### config.mk
export PLATFORM = sky130hd
export DESIGN_NAME = packet_reorder_buffer_flat
export DESIGN_NICKNAME = d
export VERILOG_FILES = /design/src/rtl/packet_reorder_buffer_if.sv /design/src/rtl/packet_reorder_buffer.sv /design/src/flat_wrapper.sv
export SDC_FILE = /design/constraint.sdc
export NUM_CORES = 2
export LEC_CHECK = 0
export BUFFER_PORTS_ARGS = -buffer_cell sky130_fd_sc_hd__buf_2
export CAP_MARGIN = 20
export CORE_MARGIN = 10
export CORE_UTILIZATION = 55
export DETAILED_ROUTE_END_ITERATION = 16
export PLACE_DENSITY = 0.71
export SLEW_MARGIN = 20
export SYNTH_ARGS = -nofsm -noshare
export SYNTH_HDL_FRONTEND = slang
export SYNTH_SLANG_ARGS = --single-unit
### constraint.sdc
create_clock -name clk -period 7.09 [get_ports clk]
set_input_delay 0.709 -clock clk [delete_from_list [all_inputs] [get_ports clk]]
set_output_delay 0.709 -clock clk [all_outputs]
set_load 0.005 [all_outputs]
### src/rtl/packet_reorder_buffer_if.sv
// Stream and verdict bundle for packet_reorder_buffer.
// master: the side that feeds packets/verdicts and accepts egress.
// slave: the reorder buffer itself.
interface packet_reorder_buffer_if #(
    parameter int unsigned TAG_WIDTH  = 6,
    parameter int unsigned DATA_WIDTH = 64,
    parameter int unsigned KEEP_WIDTH = DATA_WIDTH / 8
);
    logic [DATA_WIDTH-1:0] in_TDATA;
    logic [KEEP_WIDTH-1:0] in_TKEEP;
    logic                  in_TLAST;
    logic                  in_TVALID;
    logic                  in_TREADY;
    logic [TAG_WIDTH-1:0]  in_tag;

    logic                  status_valid;
    logic [TAG_WIDTH-1:0]  status_tag;
    logic                  status_accept;

    logic [DATA_WIDTH-1:0] out_TDATA;
    logic [KEEP_WIDTH-1:0] out_TKEEP;
    logic                  out_TLAST;
    logic                  out_TVALID;
    logic                  out_TREADY;

    logic [TAG_WIDTH-1:0]  head_tag;
    logic                  status_err;

    modport master (
        output in_TDATA, in_TKEEP, in_TLAST, in_TVALID, in_tag,
        output status_valid, status_tag, status_accept,
        output out_TREADY,
        input  in_TREADY, out_TDATA, out_TKEEP, out_TLAST, out_TVALID,
        input  head_tag, status_err
    );

    modport slave (
        input  in_TDATA, in_TKEEP, in_TLAST, in_TVALID, in_tag,
        input  status_valid, status_tag, status_accept,
        input  out_TREADY,
        output in_TREADY, out_TDATA, out_TKEEP, out_TLAST, out_TVALID,
        output head_tag, status_err
    );
endinterface

### src/rtl/packet_reorder_buffer.sv
// Tag-addressed packet store that releases packets strictly in tag order.
// Accepted packets stream out; rejected or overflowed packets are freed silently.
// Optional counters enabled by defining REORDER_STATS_EN.
module packet_reorder_buffer #(
    parameter int unsigned TAG_WIDTH  = 6,
    parameter int unsigned NUM_SLOTS  = 4,
    parameter int unsigned DATA_WIDTH = 64,
    parameter int unsigned MAX_BEATS  = 6,
    parameter int unsigned KEEP_WIDTH = DATA_WIDTH / 8
) (
    input  logic clk,
    input  logic rst,
    packet_reorder_buffer_if.slave bus
`ifdef REORDER_STATS_EN
    ,
    output logic [31:0] accept_count,
    output logic [31:0] reject_count,
    output logic [31:0] overflow_count
`endif
);
    localparam int unsigned SW = $clog2(NUM_SLOTS);
    localparam int unsigned BW = $clog2(MAX_BEATS);
    localparam int unsigned CW = $clog2(MAX_BEATS + 1);

    typedef enum logic [1:0] {StIdle, StSend, StDrop, StFree} state_e;

    // Per-slot bookkeeping
    logic [TAG_WIDTH-1:0]  tag_q [NUM_SLOTS];
    logic [TAG_WIDTH-1:0]  tag_d [NUM_SLOTS];
    logic [CW-1:0]         cnt_q [NUM_SLOTS];
    logic [CW-1:0]         cnt_d [NUM_SLOTS];
    logic [NUM_SLOTS-1:0]  tagged_q, tagged_d;  // stored tag is meaningful
    logic [NUM_SLOTS-1:0]  cmpl_q, cmpl_d;
    logic [NUM_SLOTS-1:0]  ovf_q, ovf_d;
    logic [NUM_SLOTS-1:0]  vv_q, vv_d;
    logic [NUM_SLOTS-1:0]  vd_q, vd_d;
    logic                  err_q, err_d;

    // Beat storage, no reset needed: validity is tracked by cnt_q
    logic [DATA_WIDTH-1:0] data_mem [NUM_SLOTS][MAX_BEATS];
    logic [KEEP_WIDTH-1:0] keep_mem [NUM_SLOTS][MAX_BEATS];

    // Egress
    state_e                state_q, state_d;
    logic [TAG_WIDTH-1:0]  head_q, head_d;
    logic [BW-1:0]         ptr_q, ptr_d;
    logic                  out_valid_q, out_valid_d;
    logic                  out_last_q, out_last_d;
    logic [DATA_WIDTH-1:0] out_data_q, out_data_d;
    logic [KEEP_WIDTH-1:0] out_keep_q, out_keep_d;

    logic [SW-1:0] wslot, vslot, hslot;
    logic          in_ready, in_fire, wr_beat, releasable, free_now;

    assign wslot    = bus.in_tag[SW-1:0];
    assign vslot    = bus.status_tag[SW-1:0];
    assign hslot    = head_q[SW-1:0];
    assign free_now = (state_q == StFree);

    // Slot is writable when empty or still filling with this same tag
    assign in_ready = !rst && !cmpl_q[wslot] &&
                      (!tagged_q[wslot] || (tag_q[wslot] == bus.in_tag));
    assign in_fire  = bus.in_TVALID && in_ready;
    assign wr_beat  = in_fire && (cnt_q[wslot] < CW'(MAX_BEATS));

    assign releasable = cmpl_q[hslot] && vv_q[hslot] && (tag_q[hslot] == head_q);

    // Slot next state: free first, then verdict, then ingress beat
    always_comb begin
        tag_d    = tag_q;
        cnt_d    = cnt_q;
        tagged_d = tagged_q;
        cmpl_d   = cmpl_q;
        ovf_d    = ovf_q;
        vv_d     = vv_q;
        vd_d     = vd_q;
        err_d    = err_q;
        if (free_now) begin
            tagged_d[hslot] = 1'b0;
            cnt_d[hslot]    = '0;
            cmpl_d[hslot]   = 1'b0;
            ovf_d[hslot]    = 1'b0;
            vv_d[hslot]     = 1'b0;
            vd_d[hslot]     = 1'b0;
        end
        // A slot being freed this cycle is treated as already clear for verdicts
        if (bus.status_valid) begin
            if (vv_d[vslot]) begin
                err_d = 1'b1;
            end else begin
                vv_d[vslot] = 1'b1;
                vd_d[vslot] = bus.status_accept;
                if (!tagged_d[vslot]) begin
                    tagged_d[vslot] = 1'b1;
                    tag_d[vslot]    = bus.status_tag;
                end
            end
        end
        if (in_fire) begin
            tagged_d[wslot] = 1'b1;
            tag_d[wslot]    = bus.in_tag;
            if (wr_beat) begin
                cnt_d[wslot] = cnt_q[wslot] + CW'(1);
            end else begin
                ovf_d[wslot] = 1'b1;
            end
            if (bus.in_TLAST) begin
                cmpl_d[wslot] = 1'b1;
            end
        end
    end

    // Beat storage write
    always_ff @(posedge clk) begin
        if (wr_beat) begin
            data_mem[wslot][cnt_q[wslot][BW-1:0]] <= bus.in_TDATA;
            keep_mem[wslot][cnt_q[wslot][BW-1:0]] <= bus.in_TKEEP;
        end
    end

    // Egress FSM next state and registered output data
    always_comb begin
        state_d     = state_q;
        head_d      = head_q;
        ptr_d       = ptr_q;
        out_valid_d = out_valid_q;
        out_last_d  = out_last_q;
        out_data_d  = out_data_q;
        out_keep_d  = out_keep_q;
        unique case (state_q)
            StIdle: begin
                if (releasable) begin
                    if (!vd_q[hslot] || ovf_q[hslot]) begin
                        state_d = StDrop;
                    end else begin
                        state_d     = StSend;
                        ptr_d       = '0;
                        out_valid_d = 1'b1;
                        out_last_d  = (cnt_q[hslot] == CW'(1));
                        out_data_d  = data_mem[hslot][0];
                        out_keep_d  = keep_mem[hslot][0];
                    end
                end
            end
            StSend: begin
                if (bus.out_TREADY) begin
                    if (out_last_q) begin
                        state_d     = StFree;
                        out_valid_d = 1'b0;
                        out_last_d  = 1'b0;
                        out_data_d  = '0;
                        out_keep_d  = '0;
                    end else begin
                        ptr_d      = ptr_q + BW'(1);
                        out_last_d = ((CW'(ptr_d) + CW'(1)) == cnt_q[hslot]);
                        out_data_d = data_mem[hslot][ptr_d];
                        out_keep_d = keep_mem[hslot][ptr_d];
                    end
                end
            end
            StDrop: begin
                state_d = StFree;
            end
            StFree: begin
                state_d = StIdle;
                head_d  = head_q + TAG_WIDTH'(1);
            end
        endcase
    end

    // State registers
    always_ff @(posedge clk or posedge rst) begin
        if (rst) begin
            tag_q       <= '{default: '0};
            cnt_q       <= '{default: '0};
            tagged_q    <= '0;
            cmpl_q      <= '0;
            ovf_q       <= '0;
            vv_q        <= '0;
            vd_q        <= '0;
            err_q       <= 1'b0;
            state_q     <= StIdle;
            head_q      <= '0;
            ptr_q       <= '0;
            out_valid_q <= 1'b0;
            out_last_q  <= 1'b0;
            out_data_q  <= '0;
            out_keep_q  <= '0;
        end else begin
            tag_q       <= tag_d;
            cnt_q       <= cnt_d;
            tagged_q    <= tagged_d;
            cmpl_q      <= cmpl_d;
            ovf_q       <= ovf_d;
            vv_q        <= vv_d;
            vd_q        <= vd_d;
            err_q       <= err_d;
            state_q     <= state_d;
            head_q      <= head_d;
            ptr_q       <= ptr_d;
            out_valid_q <= out_valid_d;
            out_last_q  <= out_last_d;
            out_data_q  <= out_data_d;
            out_keep_q  <= out_keep_d;
        end
    end

    assign bus.in_TREADY  = in_ready;
    assign bus.out_TVALID = out_valid_q;
    assign bus.out_TLAST  = out_last_q;
    assign bus.out_TDATA  = out_data_q;
    assign bus.out_TKEEP  = out_keep_q;
    assign bus.head_tag   = head_q;
    assign bus.status_err = err_q;

`ifdef REORDER_STATS_EN
    logic [31:0] acc_cnt_q, rej_cnt_q, ovf_cnt_q;

    // Outcome counters, bumped once per packet as it is freed; saturating
    always_ff @(posedge clk or posedge rst) begin
        if (rst) begin
            acc_cnt_q <= '0;
            rej_cnt_q <= '0;
            ovf_cnt_q <= '0;
        end else if (free_now) begin
            if (ovf_q[hslot]) begin
                if (ovf_cnt_q != '1) ovf_cnt_q <= ovf_cnt_q + 32'd1;
            end else if (!vd_q[hslot]) begin
                if (rej_cnt_q != '1) rej_cnt_q <= rej_cnt_q + 32'd1;
            end else begin
                if (acc_cnt_q != '1) acc_cnt_q <= acc_cnt_q + 32'd1;
            end
        end
    end

    assign accept_count   = acc_cnt_q;
    assign reject_count   = rej_cnt_q;
    assign overflow_count = ovf_cnt_q;
`endif
endmodule

### src/flat_wrapper.sv
// flat-port wrapper written by rule: the top's interface ports become plain ports
module packet_reorder_buffer_flat 
#(
    parameter int unsigned TAG_WIDTH  = 6,
    parameter int unsigned NUM_SLOTS  = 4,
    parameter int unsigned DATA_WIDTH = 64,
    parameter int unsigned MAX_BEATS  = 6,
    parameter int unsigned KEEP_WIDTH = DATA_WIDTH / 8
)
  (clk, rst, bus_in_TDATA, bus_in_TKEEP, bus_in_TLAST, bus_in_TVALID, bus_in_tag, bus_status_valid, bus_status_tag, bus_status_accept, bus_out_TREADY, bus_in_TREADY, bus_out_TDATA, bus_out_TKEEP, bus_out_TLAST, bus_out_TVALID, bus_head_tag, bus_status_err);
  packet_reorder_buffer_if #(.TAG_WIDTH(TAG_WIDTH), .DATA_WIDTH(DATA_WIDTH), .KEEP_WIDTH(KEEP_WIDTH)) bus_i ();
  input  logic clk;
  input  logic rst;
  input wire logic [$bits(bus_i.in_TDATA)-1:0] bus_in_TDATA;
  input wire logic [$bits(bus_i.in_TKEEP)-1:0] bus_in_TKEEP;
  input wire logic [$bits(bus_i.in_TLAST)-1:0] bus_in_TLAST;
  input wire logic [$bits(bus_i.in_TVALID)-1:0] bus_in_TVALID;
  input wire logic [$bits(bus_i.in_tag)-1:0] bus_in_tag;
  input wire logic [$bits(bus_i.status_valid)-1:0] bus_status_valid;
  input wire logic [$bits(bus_i.status_tag)-1:0] bus_status_tag;
  input wire logic [$bits(bus_i.status_accept)-1:0] bus_status_accept;
  input wire logic [$bits(bus_i.out_TREADY)-1:0] bus_out_TREADY;
  output wire logic [$bits(bus_i.in_TREADY)-1:0] bus_in_TREADY;
  output wire logic [$bits(bus_i.out_TDATA)-1:0] bus_out_TDATA;
  output wire logic [$bits(bus_i.out_TKEEP)-1:0] bus_out_TKEEP;
  output wire logic [$bits(bus_i.out_TLAST)-1:0] bus_out_TLAST;
  output wire logic [$bits(bus_i.out_TVALID)-1:0] bus_out_TVALID;
  output wire logic [$bits(bus_i.head_tag)-1:0] bus_head_tag;
  output wire logic [$bits(bus_i.status_err)-1:0] bus_status_err;
  assign bus_i.in_TDATA = bus_in_TDATA;
  assign bus_i.in_TKEEP = bus_in_TKEEP;
  assign bus_i.in_TLAST = bus_in_TLAST;
  assign bus_i.in_TVALID = bus_in_TVALID;
  assign bus_i.in_tag = bus_in_tag;
  assign bus_i.status_valid = bus_status_valid;
  assign bus_i.status_tag = bus_status_tag;
  assign bus_i.status_accept = bus_status_accept;
  assign bus_i.out_TREADY = bus_out_TREADY;
  assign bus_in_TREADY = bus_i.in_TREADY;
  assign bus_out_TDATA = bus_i.out_TDATA;
  assign bus_out_TKEEP = bus_i.out_TKEEP;
  assign bus_out_TLAST = bus_i.out_TLAST;
  assign bus_out_TVALID = bus_i.out_TVALID;
  assign bus_head_tag = bus_i.head_tag;
  assign bus_status_err = bus_i.status_err;
  packet_reorder_buffer #(.TAG_WIDTH(TAG_WIDTH), .NUM_SLOTS(NUM_SLOTS), .DATA_WIDTH(DATA_WIDTH), .MAX_BEATS(MAX_BEATS), .KEEP_WIDTH(KEEP_WIDTH)) u_core (.clk(clk), .rst(rst), .bus(bus_i));
endmodule
==> flow_metrics.env <==
export IMPL_outcome="finished, final reports clean"
export IMPL_start_kind="register"
export IMPL_cts_buffers=179
export IMPL_finalNetCount=3816
export IMPL_clock_sinks=1870
export IMPL_fp_dieArea_mm2=0.147
export IMPL_place_inst=5285
export IMPL_synth_top_cell_by_area="edfxtp_1"
export IMPL_syn_nets=3586
export IMPL_path_class="reg2reg"
export IMPL_synth_area_mm2=0.0724
export IMPL_crit_start="u_core.ptr_q[0]$_DFFE_PP0P_"
export IMPL_synth_enable_flop_cells=1728
export IMPL_antenna_left=0
export IMPL_final_cells=5623
export IMPL_reg2reg_depth=7
export IMPL_die_w_um=383
export IMPL_wire_per_inst_um=30.9
export IMPL_rows=133
export IMPL_async_flop_share_pct=7.59
export IMPL_setup_viol_count_final=0
export IMPL_fmax_mhz=227
export IMPL_grt_remaining_overflow=0
export IMPL_antenna_found_initial=15
export IMPL_post_place_ws_ns=2.24
export IMPL_dp_hpwl_mm=99.1
export IMPL_slew_violations=0
export IMPL_place_gp_congestion=0.815
export IMPL_dieHeight_um=383
export IMPL_drtPass1Iterations=6
export IMPL_synth_ff_type="edfxtp_1"
export IMPL_synthTopCellsByArea="edfxtp_1 (72%), mux4_2 (14%), dfrtp_1 (4.9%)"
export IMPL_reg2reg_from="u_core.ptr_q[0]$_DFFE_PP0P_"
export IMPL_cp_num_buf_inv=2
export IMPL_final_common_cell="edfxtp_1"
export IMPL_synth_seq_area_share_pct=76.6
export IMPL_fillCellCount=8944
export IMPL_grt_usage_pct=23.7
export IMPL_core_region_area_mm2=0.131
export IMPL_vdd_drop_max_mv=0.309
export IMPL_clock_latency_ns=0.81
export IMPL_synth_cell_type_count=51
export IMPL_reg2reg_to="u_core.bus.out_TDATA[45]$_DFFE_PP0P_"
export IMPL_crit_slowest_cell="buf_4"
export IMPL_timing_final_crit_share_pct=62.0
export IMPL_cellLeakagePower_uw=0.0264
export IMPL_ys_warn_count=0
export IMPL_rsz0062_at_grt="no"
export IMPL_clkTransAtPathRegs_ns=0.06
export IMPL_cts_setup_buffers=0
export IMPL_syn_avg_cell_area_um2=20.8
export IMPL_path_cells="inv_4, ha_4, buf_4, mux2i_1, o21ai_0, a221oi_1, a21oi_1"
export IMPL_start_util_pct=55.2
export IMPL_cts_tree="done"
export IMPL_rrSetupSlack_ns=2.69
export IMPL_setup_slack_ns=2.69
export IMPL_cts_resized=0
export IMPL_crit_arrival_ns=5.05
export IMPL_cts_root_buf="clkbuf_16"
export IMPL_hold_violations=0
export IMPL_hold_path_class="in2async"
export IMPL_grt_pass1_vias=36200
export IMPL_wl_mm=174
export IMPL_crit_family="buffers and inverters"
export IMPL_vias=36700
export IMPL_h_tree_depth=4
export IMPL_drt_vias_per_instance=6.52
export IMPL_worst_pin_slew_ns=1.25
export IMPL_grt_start_max_net_pins=120
export IMPL_tns_ns=0
export IMPL_synth_seq_cells=1870
export IMPL_drc=0
export IMPL_cp_end_kind="register"
export IMPL_drv_cap=0
export IMPL_p_per_area_mw_per_mm2=372
export IMPL_clock_path_buffers=3
export IMPL_drive_gt1_share_pct=26.5
export IMPL_syn2layout_area_growth_pct=12.6
export IMPL_crit_path_max_incr_delay_ns=0.93
export IMPL_ios=173
export IMPL_final_cell_mix="edfxtp_1 (1728), mux4_2 (453), nand2_1 (196)"
export IMPL_drt_initial_drc_count=4657
export IMPL_portBuffers=172
export IMPL_cp_required_ns=7.74
export IMPL_clock_skew_ns=0.0296
export IMPL_cp_max_fo=48
export IMPL_cts_hold_buffers=0
export IMPL_slew_headroom_pct=16.7
export IMPL_synth_top_area_share_pct=71.7
export IMPL_final_min_clock_period_ns=4.40
export IMPL_grt_pass1_wl_mm=255
export IMPL_synth_cells=3484
## kinds of logic after synthesis
logic type,count (synthesis),synth area share [%]
flops,1870,76.6
fa+ha+maj,11,0.190
buf+inv,212,1.24
compound gates,407,3.55
mux,586,16.0
xor+xnor,21,0.254
simple gates,377,2.21
## worst max-delay path by stage
stage | depth (start not counted) | slack, ns | to
after floorplan | 7 | 1.06 | u_core.data_mem[3][100]$_DFFE_PP_
after global placement | 8 | 2.31 | u_core.data_mem[1][140]$_DFFE_PP_
after detailed placement | 8 | 2.24 | u_core.data_mem[1][144]$_DFFE_PP_
after CTS | 7 | 2.77 | u_core.bus.out_TDATA[45]$_DFFE_PP0P_
after global routing | 7 | 2.58 | u_core.bus.out_TDATA[1]$_DFFE_PP0P_
final | 7 | 2.69 | u_core.bus.out_TDATA[45]$_DFFE_PP0P_
## metal layers
metal / up-vias / GRT usage, % / share of wire [%] / routed length (um)
li1: 14900 / - / - / -
met1: 19400 / 36.1 / 41 / 71800
met2: 2107 / 34.2 / 45 / 78700
met3: 280 / 6.12 / 11 / 19600
met4: 8 / 6.14 / 2.2 / 3810
met5: - / 0 / 0.029 / 51
## power breakdown
| group | internal (uW) | switching (uW) | leakage (uW) |
|---|---|---|---|
| logic | 3490 | 4340 | 0.00640 |
| registers | 12600 | 534 | 0.0172 |
| clock network | 5430 | 4020 | 0.00282 |
| total | 21500 | 8890 | 0.0264 |
## synth_stat cells (all sizes together), types with 4 or more instances
cell    instances
a211oi          5
a21oi         147
a221oi         65
a22oi          62
a31oi          11
and3            4
buf            97
clkbuf         98
dfrtp         142
edfxtp       1728
ha             11
inv            17
mux2           35
mux2i          98
mux4          453
nand2         196
nand2b         10
nand3          11
nand3b          7
nand4           6
nor2          114
nor2b           7
nor3            4
o21ai          91
o22ai          14
or4             5
xnor2          11
xor2           10
## worst reg2reg max path, cell delays in order, from the launching register on
cell      delay [ns]
dfrtp_4         0.73
inv_4           0.39
ha_4            0.91
buf_4           0.94
mux2i_1         0.45
o21ai_0         0.13
a221oi_1        0.56
a21oi_1         0.15
## sequential cells by signal, summed over array words and instances, names as in the netlist
name	count
u_core.vv_q	4
u_core.state_q	2
u_core.ovf_q	4
u_core.bus.status_err	1
u_core.data_mem	1536
u_core.vd_q	4
u_core.keep_mem	192
u_core.bus.out_TVALID	1
u_core.cnt_q	12
u_core.tagged_q	4
u_core.ptr_q	3
u_core.cmpl_q	4
u_core.tag_q	24
u_core.bus.head_tag	6
u_core.bus.out_TDATA	64
u_core.bus.out_TKEEP	8
u_core.bus.out_TLAST	1
## through the flow
step | total power [uW] | util, % | hold slack, ns | instance area [um2]
2_1_floorplan | 18500 | - | 0.441 | 72400
6_report | 30400 | 62.2 | 0.108 | 81500
4_1_cts | 30500 | 62.1 | 0.101 | 81400
5_1_grt | 31500 | 62.2 | 0.163 | 81500
3_5_place_dp | 21100 | 57.7 | 0.467 | 75600
3_3_place_gp | 21100 | 57.7 | 0.461 | 75600
## final cells by class
class                   instances  area (um2)  area share [%]
multi-input cells            1402       16300            20.0
diodes                          5        12.5          0.0153
well taps                    1755        2200            2.69
clock inverters                90         903            1.11
flip-flops and latches       1870       55500            68.0
repair buffers                244        1700            2.08
clock buffers                 240        4890            6.00
inverters                      17        73.8          0.0905
No activity file was read; power rests on OpenSTA's default activity.
